File: src/rtl/bn_pkg.sv
`default_nettype none
// ============================================================================
// Module  : bn_pkg
// Purpose : Shared word format, saturation limits, rounding constant and the
//           round/bias/saturate/ReLU helper used by batch-norm stages.
// Ports   : none (package)
// Revision: 1.0 - initial release
// ============================================================================
package bn_pkg;

    // Word format: signed Q(c_bn_d_wl-c_bn_fl).c_bn_fl
    localparam int c_bn_d_wl = 24;
    localparam int c_bn_fl   = 16;
    localparam int c_bn_p_wl = 2 * c_bn_d_wl;   // full product width

    localparam logic signed [c_bn_d_wl-1:0] c_sat_max = {1'b0, {(c_bn_d_wl-1){1'b1}}};
    localparam logic signed [c_bn_d_wl-1:0] c_sat_min = {1'b1, {(c_bn_d_wl-1){1'b0}}};

    // 2^(FL-1) at product width + 1, so adding it can never overflow
    localparam logic signed [c_bn_p_wl:0] c_round_half =
        {{(c_bn_p_wl+1-c_bn_fl){1'b0}}, 1'b1, {(c_bn_fl-1){1'b0}}};

    // Round the Q.2FL product half-up to Q.FL, add the bias, saturate to the
    // output word and optionally clamp negatives to zero. All intermediate
    // arithmetic is carried at c_bn_p_wl+1 bits so nothing is truncated
    // before the saturation compare.
    function automatic logic signed [c_bn_d_wl-1:0] sat_round(
        input logic signed [c_bn_p_wl-1:0] p,
        input logic signed [c_bn_d_wl-1:0] b,
        input logic                        relu
    );
        logic signed [c_bn_p_wl:0]   w_r;
        logic signed [c_bn_p_wl:0]   w_s;
        logic signed [c_bn_p_wl:0]   w_max;
        logic signed [c_bn_p_wl:0]   w_min;
        logic signed [c_bn_d_wl-1:0] w_res;
        w_max = (c_bn_p_wl+1)'(c_sat_max);
        w_min = (c_bn_p_wl+1)'(c_sat_min);
        w_r   = ($signed({p[c_bn_p_wl-1], p}) + c_round_half) >>> c_bn_fl;
        w_s   = w_r + (c_bn_p_wl+1)'(b);
        if (w_s > w_max) begin
            w_res = c_sat_max;
        end else if (w_s < w_min) begin
            w_res = c_sat_min;
        end else begin
            w_res = w_s[c_bn_d_wl-1:0];
        end
        if (relu && w_res[c_bn_d_wl-1]) begin
            w_res = '0;
        end
        return w_res;
    endfunction

endpackage : bn_pkg
`default_nettype wire

File: src/rtl/bn_coef_bank.sv
`default_nettype none
// ============================================================================
// Module  : bn_coef_bank
// Purpose : CH-entry register file of per-channel scale (A) and bias (B).
//           One synchronous write port, one combinational read port.
//           Reset loads the identity transform (A = 1.0, B = 0).
// Ports   : clk, rst           - clock, synchronous active-high reset
//           i_we/i_waddr       - write strobe and channel (>= CH ignored)
//           i_a/i_b            - values written
//           i_raddr            - read channel
//           o_a/o_b            - coefficients of i_raddr (pre-write values)
// Revision: 1.0 - initial release
// ============================================================================
module bn_coef_bank #(
    parameter int D_WL = 24,
    parameter int FL   = 16,
    parameter int CH   = 16,
    parameter int CW   = 4
) (
    input  logic                   clk,
    input  logic                   rst,
    input  logic                   i_we,
    input  logic [CW-1:0]          i_waddr,
    input  logic signed [D_WL-1:0] i_a,
    input  logic signed [D_WL-1:0] i_b,
    input  logic [CW-1:0]          i_raddr,
    output logic signed [D_WL-1:0] o_a,
    output logic signed [D_WL-1:0] o_b
);

    localparam logic signed [D_WL-1:0] c_a_one = D_WL'(1) << FL;

    logic signed [D_WL-1:0] r_a [CH];
    logic signed [D_WL-1:0] r_b [CH];

    // Address decode by explicit compare: out-of-range addresses match no
    // entry and the write is dropped.
    always_ff @(posedge clk) begin
        if (rst) begin
            for (int i = 0; i < CH; i++) begin
                r_a[i] <= c_a_one;
                r_b[i] <= '0;
            end
        end else if (i_we) begin
            for (int i = 0; i < CH; i++) begin
                if (i_waddr == CW'(i)) begin
                    r_a[i] <= i_a;
                    r_b[i] <= i_b;
                end
            end
        end
    end

    assign o_a = r_a[i_raddr];
    assign o_b = r_b[i_raddr];

endmodule : bn_coef_bank
`default_nettype wire

File: src/rtl/bn_multi.sv
`default_nettype none
// ============================================================================
// Module  : bn_multi
// Purpose : Multi-channel batch-norm affine stage,
//           D_O = sat(round(D_IN * A[ch]) + B[ch]) with optional ReLU.
//           3-stage pipeline, valid/ready backpressure, auto-wrapping
//           channel counter resynchronised by i_first.
// Ports   : CLK, rst            - clock, synchronous active-high reset
//           relu_en             - clamp negative results to zero (at S3)
//           coef_we/coef_addr/coef_a/coef_b - coefficient write port
//           i_valid/i_first/D_IN/i_ready    - input stream
//           o_valid/o_ready/D_O/o_chan      - output stream
// Revision: 1.0 - initial release
// ============================================================================
module bn_multi
    import bn_pkg::*;
#(
    parameter int D_WL = c_bn_d_wl,
    parameter int FL   = c_bn_fl,
    parameter int CH   = 16,
    parameter int CW   = $clog2(CH)
) (
    input  logic                   CLK,
    input  logic                   rst,
    input  logic                   relu_en,
    input  logic                   coef_we,
    input  logic [CW-1:0]          coef_addr,
    input  logic signed [D_WL-1:0] coef_a,
    input  logic signed [D_WL-1:0] coef_b,
    input  logic                   i_valid,
    input  logic                   i_first,
    input  logic signed [D_WL-1:0] D_IN,
    output logic                   i_ready,
    output logic                   o_valid,
    input  logic                   o_ready,
    output logic signed [D_WL-1:0] D_O,
    output logic [CW-1:0]          o_chan
);

    // ------------------------------------------------------------------
    // Handshake: a held output freezes the whole pipe and the counter
    // ------------------------------------------------------------------
    logic w_stall;
    logic w_accept;

    assign w_stall  = o_valid & ~o_ready;
    assign i_ready  = ~w_stall;
    assign w_accept = i_valid & ~w_stall;

    // ------------------------------------------------------------------
    // Channel counter
    // ------------------------------------------------------------------
    logic [CW-1:0] r_cnt;
    logic [CW-1:0] w_ch;

    assign w_ch = i_first ? '0 : r_cnt;

    always_ff @(posedge CLK) begin
        if (rst) begin
            r_cnt <= '0;
        end else if (w_accept) begin
            r_cnt <= (w_ch == CW'(CH-1)) ? '0 : w_ch + CW'(1);
        end
    end

    // ------------------------------------------------------------------
    // Coefficient bank. The read is combinational off the current
    // channel, so S1 captures the value held before a same-cycle write.
    // ------------------------------------------------------------------
    logic signed [D_WL-1:0] w_a;
    logic signed [D_WL-1:0] w_b;

    bn_coef_bank #(
        .D_WL (D_WL),
        .FL   (FL),
        .CH   (CH),
        .CW   (CW)
    ) u_bank (
        .clk     (CLK),
        .rst     (rst),
        .i_we    (coef_we),
        .i_waddr (coef_addr),
        .i_a     (coef_a),
        .i_b     (coef_b),
        .i_raddr (w_ch),
        .o_a     (w_a),
        .o_b     (w_b)
    );

    // ------------------------------------------------------------------
    // Pipeline valids (the only pipeline state that needs reset)
    // ------------------------------------------------------------------
    logic r_s1_v;
    logic r_s2_v;

    always_ff @(posedge CLK) begin
        if (rst) begin
            r_s1_v  <= 1'b0;
            r_s2_v  <= 1'b0;
            o_valid <= 1'b0;
        end else if (!w_stall) begin
            r_s1_v  <= i_valid;
            r_s2_v  <= r_s1_v;
            o_valid <= r_s2_v;
        end
    end

    // ------------------------------------------------------------------
    // S1: capture sample, channel and its coefficients
    // S2: full-width signed product
    // ------------------------------------------------------------------
    logic signed [D_WL-1:0]   r_s1_d;
    logic signed [D_WL-1:0]   r_s1_a;
    logic signed [D_WL-1:0]   r_s1_b;
    logic [CW-1:0]            r_s1_ch;
    logic signed [2*D_WL-1:0] r_s2_p;
    logic signed [D_WL-1:0]   r_s2_b;
    logic [CW-1:0]            r_s2_ch;
    logic signed [2*D_WL-1:0] w_prod;

    assign w_prod = (2*D_WL)'(r_s1_d) * (2*D_WL)'(r_s1_a);

    always_ff @(posedge CLK) begin
        if (!w_stall) begin
            r_s1_d  <= D_IN;
            r_s1_a  <= w_a;
            r_s1_b  <= w_b;
            r_s1_ch <= w_ch;
            r_s2_p  <= w_prod;
            r_s2_b  <= r_s1_b;
            r_s2_ch <= r_s1_ch;
        end
    end

    // ------------------------------------------------------------------
    // S3: round, add bias, saturate, ReLU
    // ------------------------------------------------------------------
    logic signed [D_WL-1:0] w_s3;

    assign w_s3 = sat_round(r_s2_p, r_s2_b, relu_en);

    always_ff @(posedge CLK) begin
        if (rst) begin
            D_O    <= '0;
            o_chan <= '0;
        end else if (!w_stall) begin
            D_O    <= w_s3;
            o_chan <= r_s2_ch;
        end
    end

endmodule : bn_multi
`default_nettype wire

File: config.mk
export PLATFORM = sky130hd
export DESIGN_NAME = bn_multi
export DESIGN_NICKNAME = d
export VERILOG_FILES = /design/src/rtl/bn_pkg.sv /design/src/rtl/bn_coef_bank.sv /design/src/rtl/bn_multi.sv
export SDC_FILE = /design/constraint.sdc
export NUM_CORES = 2
export LEC_CHECK = 0
export ABC_AREA = 1
export CORE_ASPECT_RATIO = 1.1
export CORE_MARGIN = 5
export CORE_UTILIZATION = 61
export CTS_CLUSTER_SIZE = 25
export DETAILED_ROUTE_END_ITERATION = 10
export DONT_BUFFER_PORTS = 1
export PLACE_DENSITY = 0.77
export REMOVE_ABC_BUFFERS = 1
export SETUP_SLACK_MARGIN = 0.15
export SLEW_MARGIN = 20
export SYNTH_ARGS = -nofsm -noshare
export SYNTH_HDL_FRONTEND = slang
export SYNTH_SLANG_ARGS = --single-unit
File: constraint.sdc
create_clock -name CLK -period 9 [get_ports CLK]
set_clock_uncertainty 0.1 [all_clocks]
set_input_delay 1.8 -clock CLK [delete_from_list [all_inputs] [get_ports CLK]]
set_output_delay 1.8 -clock CLK [all_outputs]
set_load 0.01 [all_outputs]
Word level (Yosys, flattened, before mapping)
Memories as Yosys holds them, arrays and structs flattened. A register that Yosys moved wholly into a read port is not among the register bits.
Index checks and enable logic that the tools add are counted.
Widths: inputs -> output; s select.
{"block": "word_totals", "ff_bits": 139, "ramBits": 768, "elab_cells": 178, "memories": 2}
{"block": "classes", "addsub": 3, "multipliers": 1, "n_lt_le_gt_ge": 2, "eq_ne": 16, "n_mux": 103, "n_bitwise": 36, "reduce_logical": 4}
{"memory": "u_bank.r_a", "depth": 16, "width": 24, "rd": 1, "rd_ports_with_merged_regs": 1, "wr": 16, "line_no": "bn_coef_bank.sv:33", "source": "logic signed [D_WL-1:0] r_a [CH];"}
{"memory": "u_bank.r_b", "depth": 16, "width": 24, "rd": 1, "rd_ports_with_merged_regs": 1, "wr": 16, "line_no": "bn_coef_bank.sv:34", "source": "logic signed [D_WL-1:0] r_b [CH];"}
{"operator": "$mux 24", "n": 35}
{"operator": "$mux 1", "n": 66}
{"operator": "$add 48x17->49 const B", "n": 1}
{"operator": "$mul 24x24->48", "n": 1}
{"operator": "$eq 4x4->1 const B", "n": 9}
{"operator": "$add 33x24->34", "n": 1}
{"operator": "$gt 34x24->1 const B", "n": 1}
{"operator": "$lt 34x24->1 const B", "n": 1}
{"operator": "$or 1x1->1", "n": 32}
{"operator": "$eq 4x3->1 const B", "n": 4}
{"operator": "$eq 4x2->1 const B", "n": 2}
{"operator": "$mux 4", "n": 2}
{"operator": "$add 4x1->4 const B", "n": 1}
{"operator": "$eq 4x1->1 const B", "n": 1}
{"operator": "$logic_not 4->1", "n": 1}
{"operator": "$and 1x1->1", "n": 2}
{"operator": "$logic_not 1->1", "n": 2}
{"operator": "$not 1->1", "n": 2}
{"operator": "$logic_and 1x1->1", "n": 1}

Depth between registers and ports, before layout
{"block": "depth", "depth_word": 7, "ltp_mapped": 34, "mapped_depth_nobuf": 33}

Cells and area by module
A second synthesis with hierarchy kept.
{"block": "hier_totals", "hier_cells": 7495, "area_unflattened_um2": 66040.8}
{"mod": "bn_coef_bank", "n_inst": 1, "cells_each": 3826, "area_per_inst_um2": 35511.6, "seq_area_each_um2": 23062.1}
{"mod": "bn_multi", "n_inst": 1, "cells_each": 3669, "area_per_inst_um2": 30529.3, "seq_area_each_um2": 4814.6}

Worst setup path after synthesis
No wires, ideal clock.
{"block": "synth_timing", "kind": "reg-to-reg", "start": "register r_s1_d[23]", "end": "register r_s2_p[45], data pin", "t_arrival_ns": 6.412, "path_slack_ns": 2.225, "stages_incl_launch_ff": 22, "cell_sequence": "edfxtp_1 > clkbuf_1 > nand2_1 > inv_1 > fa_1 > fa_1 > inv_1 > fa_1 > inv_1 > fa_1 > fa_1 > fa_1 > fa_1 > ha_1 > nand2_1 > nor2_1 > inv_1 > nor4_1 > nand3_1 > nand3_1 > a31oi_1 > xor2_1"}
{"block": "synth_via", "elab_chain_cells": 1}
{"element": "start: declaration", "line_no": "bn_multi.sv:112", "source": "logic signed [D_WL-1:0] r_s1_d;"}
{"element": "start signal: assignment", "line_no": "bn_multi.sv:125", "source": "r_s1_d <= D_IN;"}
{"element": "$mul 24x24->48", "line_no": "bn_multi.sv:121", "source": "assign w_prod = (2*D_WL)'(r_s1_d) * (2*D_WL)'(r_s1_a);"}
{"element": "net w_prod[45]", "line_no": "bn_multi.sv:119", "source": "logic signed [2*D_WL-1:0] w_prod;"}
{"element": "end signal: assignment", "line_no": "bn_multi.sv:129", "source": "r_s2_p <= w_prod;"}
{"element": "end: declaration", "line_no": "bn_multi.sv:116", "source": "logic signed [2*D_WL-1:0] r_s2_p;"}
The timed path passes the listed nets, and every way through them passes these cells.
A chain may end at the register's enable or synchronous reset.

Worst setup path after layout
Same ends and word-level chain as after synthesis.

==> metrics.yaml <==
timing:
  tightest_slew_ns: 1.22
  drv_slew: 0
  fmax_mhz: 128
  hold_ws_ns: 0.320
  setup_viol: 0
  finalHoldViolations: 0
  rsz0062_at_grt: "no"
  finalCriticalPeriod_ns: 7.84
  slew_headroom_pct: 18.5
  period_share_pct: 87.1
synth:
  ys_types: 46
  synth_area_sq_um: 62600
  ys_seq_area_share_pct: 44.5
  syn_avg_cell_area_sq_um: 9.71
  synth-edff-count: 905
  syn_inst: 6451
  yosysWarnings: 0
  ys_ff_latch: 940
  synth_ff_type: "edfxtp_1"
  synthArstFlopShare_pct: 0
drt:
  vias: 45370
  antenna_left: 0
  dr.pass1.iters: 6
  drc_errors: 0
  via_per_inst: 5.87
  drt-initial-drc-count: 4942
  wl_per_cell_um: 21.5
  routed_wl_um: 166000
critical_path:
  cp.depth: 20
  cp_top_family: "adder cells"
  slowest_stage: "edfxtp_1"
  startpoint_type: "flip-flop"
  startpoint: "r_s1_d[23]"
  critical_path_class: "flip-flop to flip-flop"
  timing.rr.end: "r_s2_p[45]"
  max_stage_delay_ns: 0.90
  reg2reg_slack_ns: 1.16
  path_cells: "nand2_1 > inv_1 > fa_1 > fa_1 > inv_1 > fa_1 > inv_1 > fa_1 > fa_1 > fa_1 > fa_1 > ha_1 > nand2_1 > nor2_1 > inv_1 > nor4_1 > nand3_1 > nand3_1 > a31oi_1 > xor2_1"
  reg2reg_from: "r_s1_d[23]"
  path_buf_inv: 4
  endpoint: "r_s2_p[45]"
  worstPathRequired_ns: 9.31
  worst_path_most_repeated_cell: "fa_1"
  arrival_ns: 8.15
  critPathMaxFanout: 24
  r2r_cells: 20
  cp-end-kind: "flip-flop"
placed_design:
  dp_hpwl_um: 109000
  port_buffers: 0
  gp_congestion: 0.921
  dp_cells: 7547
global_route:
  antenna_found_initial: 15
  track_usage_pct: 30.6
  first_global_vias: 47203
  gr-total-overflow: 0
  grt_start_max_net_pins: 179
  grt_pass1_wl_um: 259000
layout:
  fin_nets: 7123
  layoutNonFillerInstCount: 7726
  final_common_cell: "inv_1"
  drive_above_1_share_pct: 3.88
  final_cell_mix: "inv_1, nor2_1, nand2_1, edfxtp_1, fa_1"
  fill_cells: 7990
  syn_to_final_growth_pct: 6.43
cts:
  clkSinkCount: 940
  cts_tree: "yes"
  post-cts-setup-buffers: 0
  insertion_delay_ns: 0.69
  cts_max_level: 3
  cts_root_buffer: "clkbuf_16"
  cts-hold-fix-buffers: 0
  clkTransAtPathRegs_ns: 0.06
  ctsResizeCount: 0
  clockBufferDepth: 3
  cts_buffers: 90
die:
  die_h_um: 346
  initial_core_util_pct: 61.3
  die_w_um: 316
  rows: 123
  core_area_sq_um: 102000
  fp.dieArea_sq_um: 109000
  ios: 113
flow_run:
  cap_violations: 0
run_status:
  status: "completed"
min_path:
  hp-class: "flip-flop to flip-flop"
  whs_path_depth: 0
-- flip-flops by register name (all words and copies together) (netlist names), 4 cells and up --
name / cells
r_s1_b: 24
r_cnt: 4
r_s1_ch: 4
u_bank.r_a: 384
r_s2_b: 24
D_O: 24
o_chan: 4
r_s2_p: 33
r_s1_d: 24
u_bank.r_b: 384
r_s2_ch: 4
r_s1_a: 24
-- metal layers --
metal | wire length (um) | vias to the layer above | part of all wire [%] | global-route usage [%]
li1 | - | 20184 | - | -
met1 | 57900 | 22235 | 35 | 37.0
met2 | 84400 | 2414 | 51 | 52.9
met3 | 15300 | 529 | 9.2 | 5.23
met4 | 8730 | 8 | 5.2 | 16.0
met5 | 51 | - | 0.031 | 0
-- worst reg2reg max path, stage by stage, from the launching register on --
cell	delay, ns
edfxtp_1	0.90
nand2_1	0.20
inv_1	0.18
fa_1	0.56
fa_1	0.72
inv_1	0.21
fa_1	0.59
inv_1	0.40
fa_1	0.54
fa_1	0.56
fa_1	0.43
fa_1	0.45
ha_1	0.37
nand2_1	0.11
nor2_1	0.20
inv_1	0.08
nor4_1	0.36
nand3_1	0.12
nand3_1	0.19
a31oi_1	0.15
xor2_1	0.17
-- kinds of logic (layout without fill, tap and decap cells) --
group | after synthesis | after routing | share of synthesized area, %
other | 0 | 9 | 0
AO/OA/AOI/OAI | 886 | 886 | 8.38
XOR/XNOR | 101 | 101 | 1.41
buffers and inverters | 1513 | 1404 | 9.11
flip-flops | 940 | 940 | 44.5
adder cells (fa/ha/maj) | 772 | 772 | 22.7
AND/OR/NAND/NOR | 2239 | 2239 | 13.9
-- synthesized netlist by cell type (all sizes together) (3+ instances only) --
library cell | number | area (sq um)
a21oi | 122 | 618
a31oi | 18 | 113
buf | 34 | 156
clkbuf | 306 | 1150
clkinv | 37 | 139
dfxtp | 35 | 701
edfxtp | 905 | 27200
fa | 607 | 12200
ha | 165 | 2060
inv | 1136 | 4260
nand2 | 1023 | 3860
nand3 | 83 | 435
nand3b | 4 | 42.5
nand4 | 11 | 68.8
nor2 | 1074 | 4050
nor3 | 31 | 155
nor4 | 5 | 50.1
o211ai | 97 | 728
o21a | 8 | 60.1
o21ai | 436 | 2180
o21bai | 3 | 22.5
o221ai | 98 | 858
o22ai | 96 | 601
or2 | 4 | 25.0
xnor2 | 35 | 307
xor2 | 66 | 578
-- through the flow --
stage	setup slack, ns	TNS (ns)	instance area, sq um	util (%)
5_1_grt	0.724	0	66700	65.2
2_1_floorplan	-15.66	-794.59	61300	-
3_3_place_gp	1.38	0	63700	62.4
3_5_place_dp	1.22	0	63700	62.4
6_report	1.16	0	66700	65.2
4_1_cts	1.19	0	66600	65.1
-- final cells by class --
class | count | area (sq um) | share of cell area, %
clock inverter | 49 | 478 | 0.717
timing repair buffer | 65 | 593 | 0.889
antenna | 9 | 22.5 | 0.0338
multi-input combinational | 3998 | 29200 | 43.8
tap | 1375 | 1720 | 2.58
inverter | 1173 | 4430 | 6.64
sequential | 940 | 27900 | 41.8
clock buffer | 117 | 2370 | 3.56
-- worst min-delay path by stage --
| stage | from | to | slack [ns] |
|---|---|---|---|
| after CTS | r_s1_b[2] | r_s2_b[2] | 0.32 |
| after floorplan | r_s1_b[0] | r_s2_b[0] | 0.30 |
| after global routing | r_s1_b[3] | r_s2_b[3] | 0.32 |
| final | r_s1_b[3] | r_s2_b[3] | 0.32 |
| after global placement | r_s1_ch[0] | r_s2_ch[0] | 0.30 |
| after detailed placement | r_s1_ch[3] | r_s2_ch[3] | 0.30 |
Power is left out: the tool's default activity adds up to more than one toggle a clock period on the data nets, which glitch-free logic cannot reach.
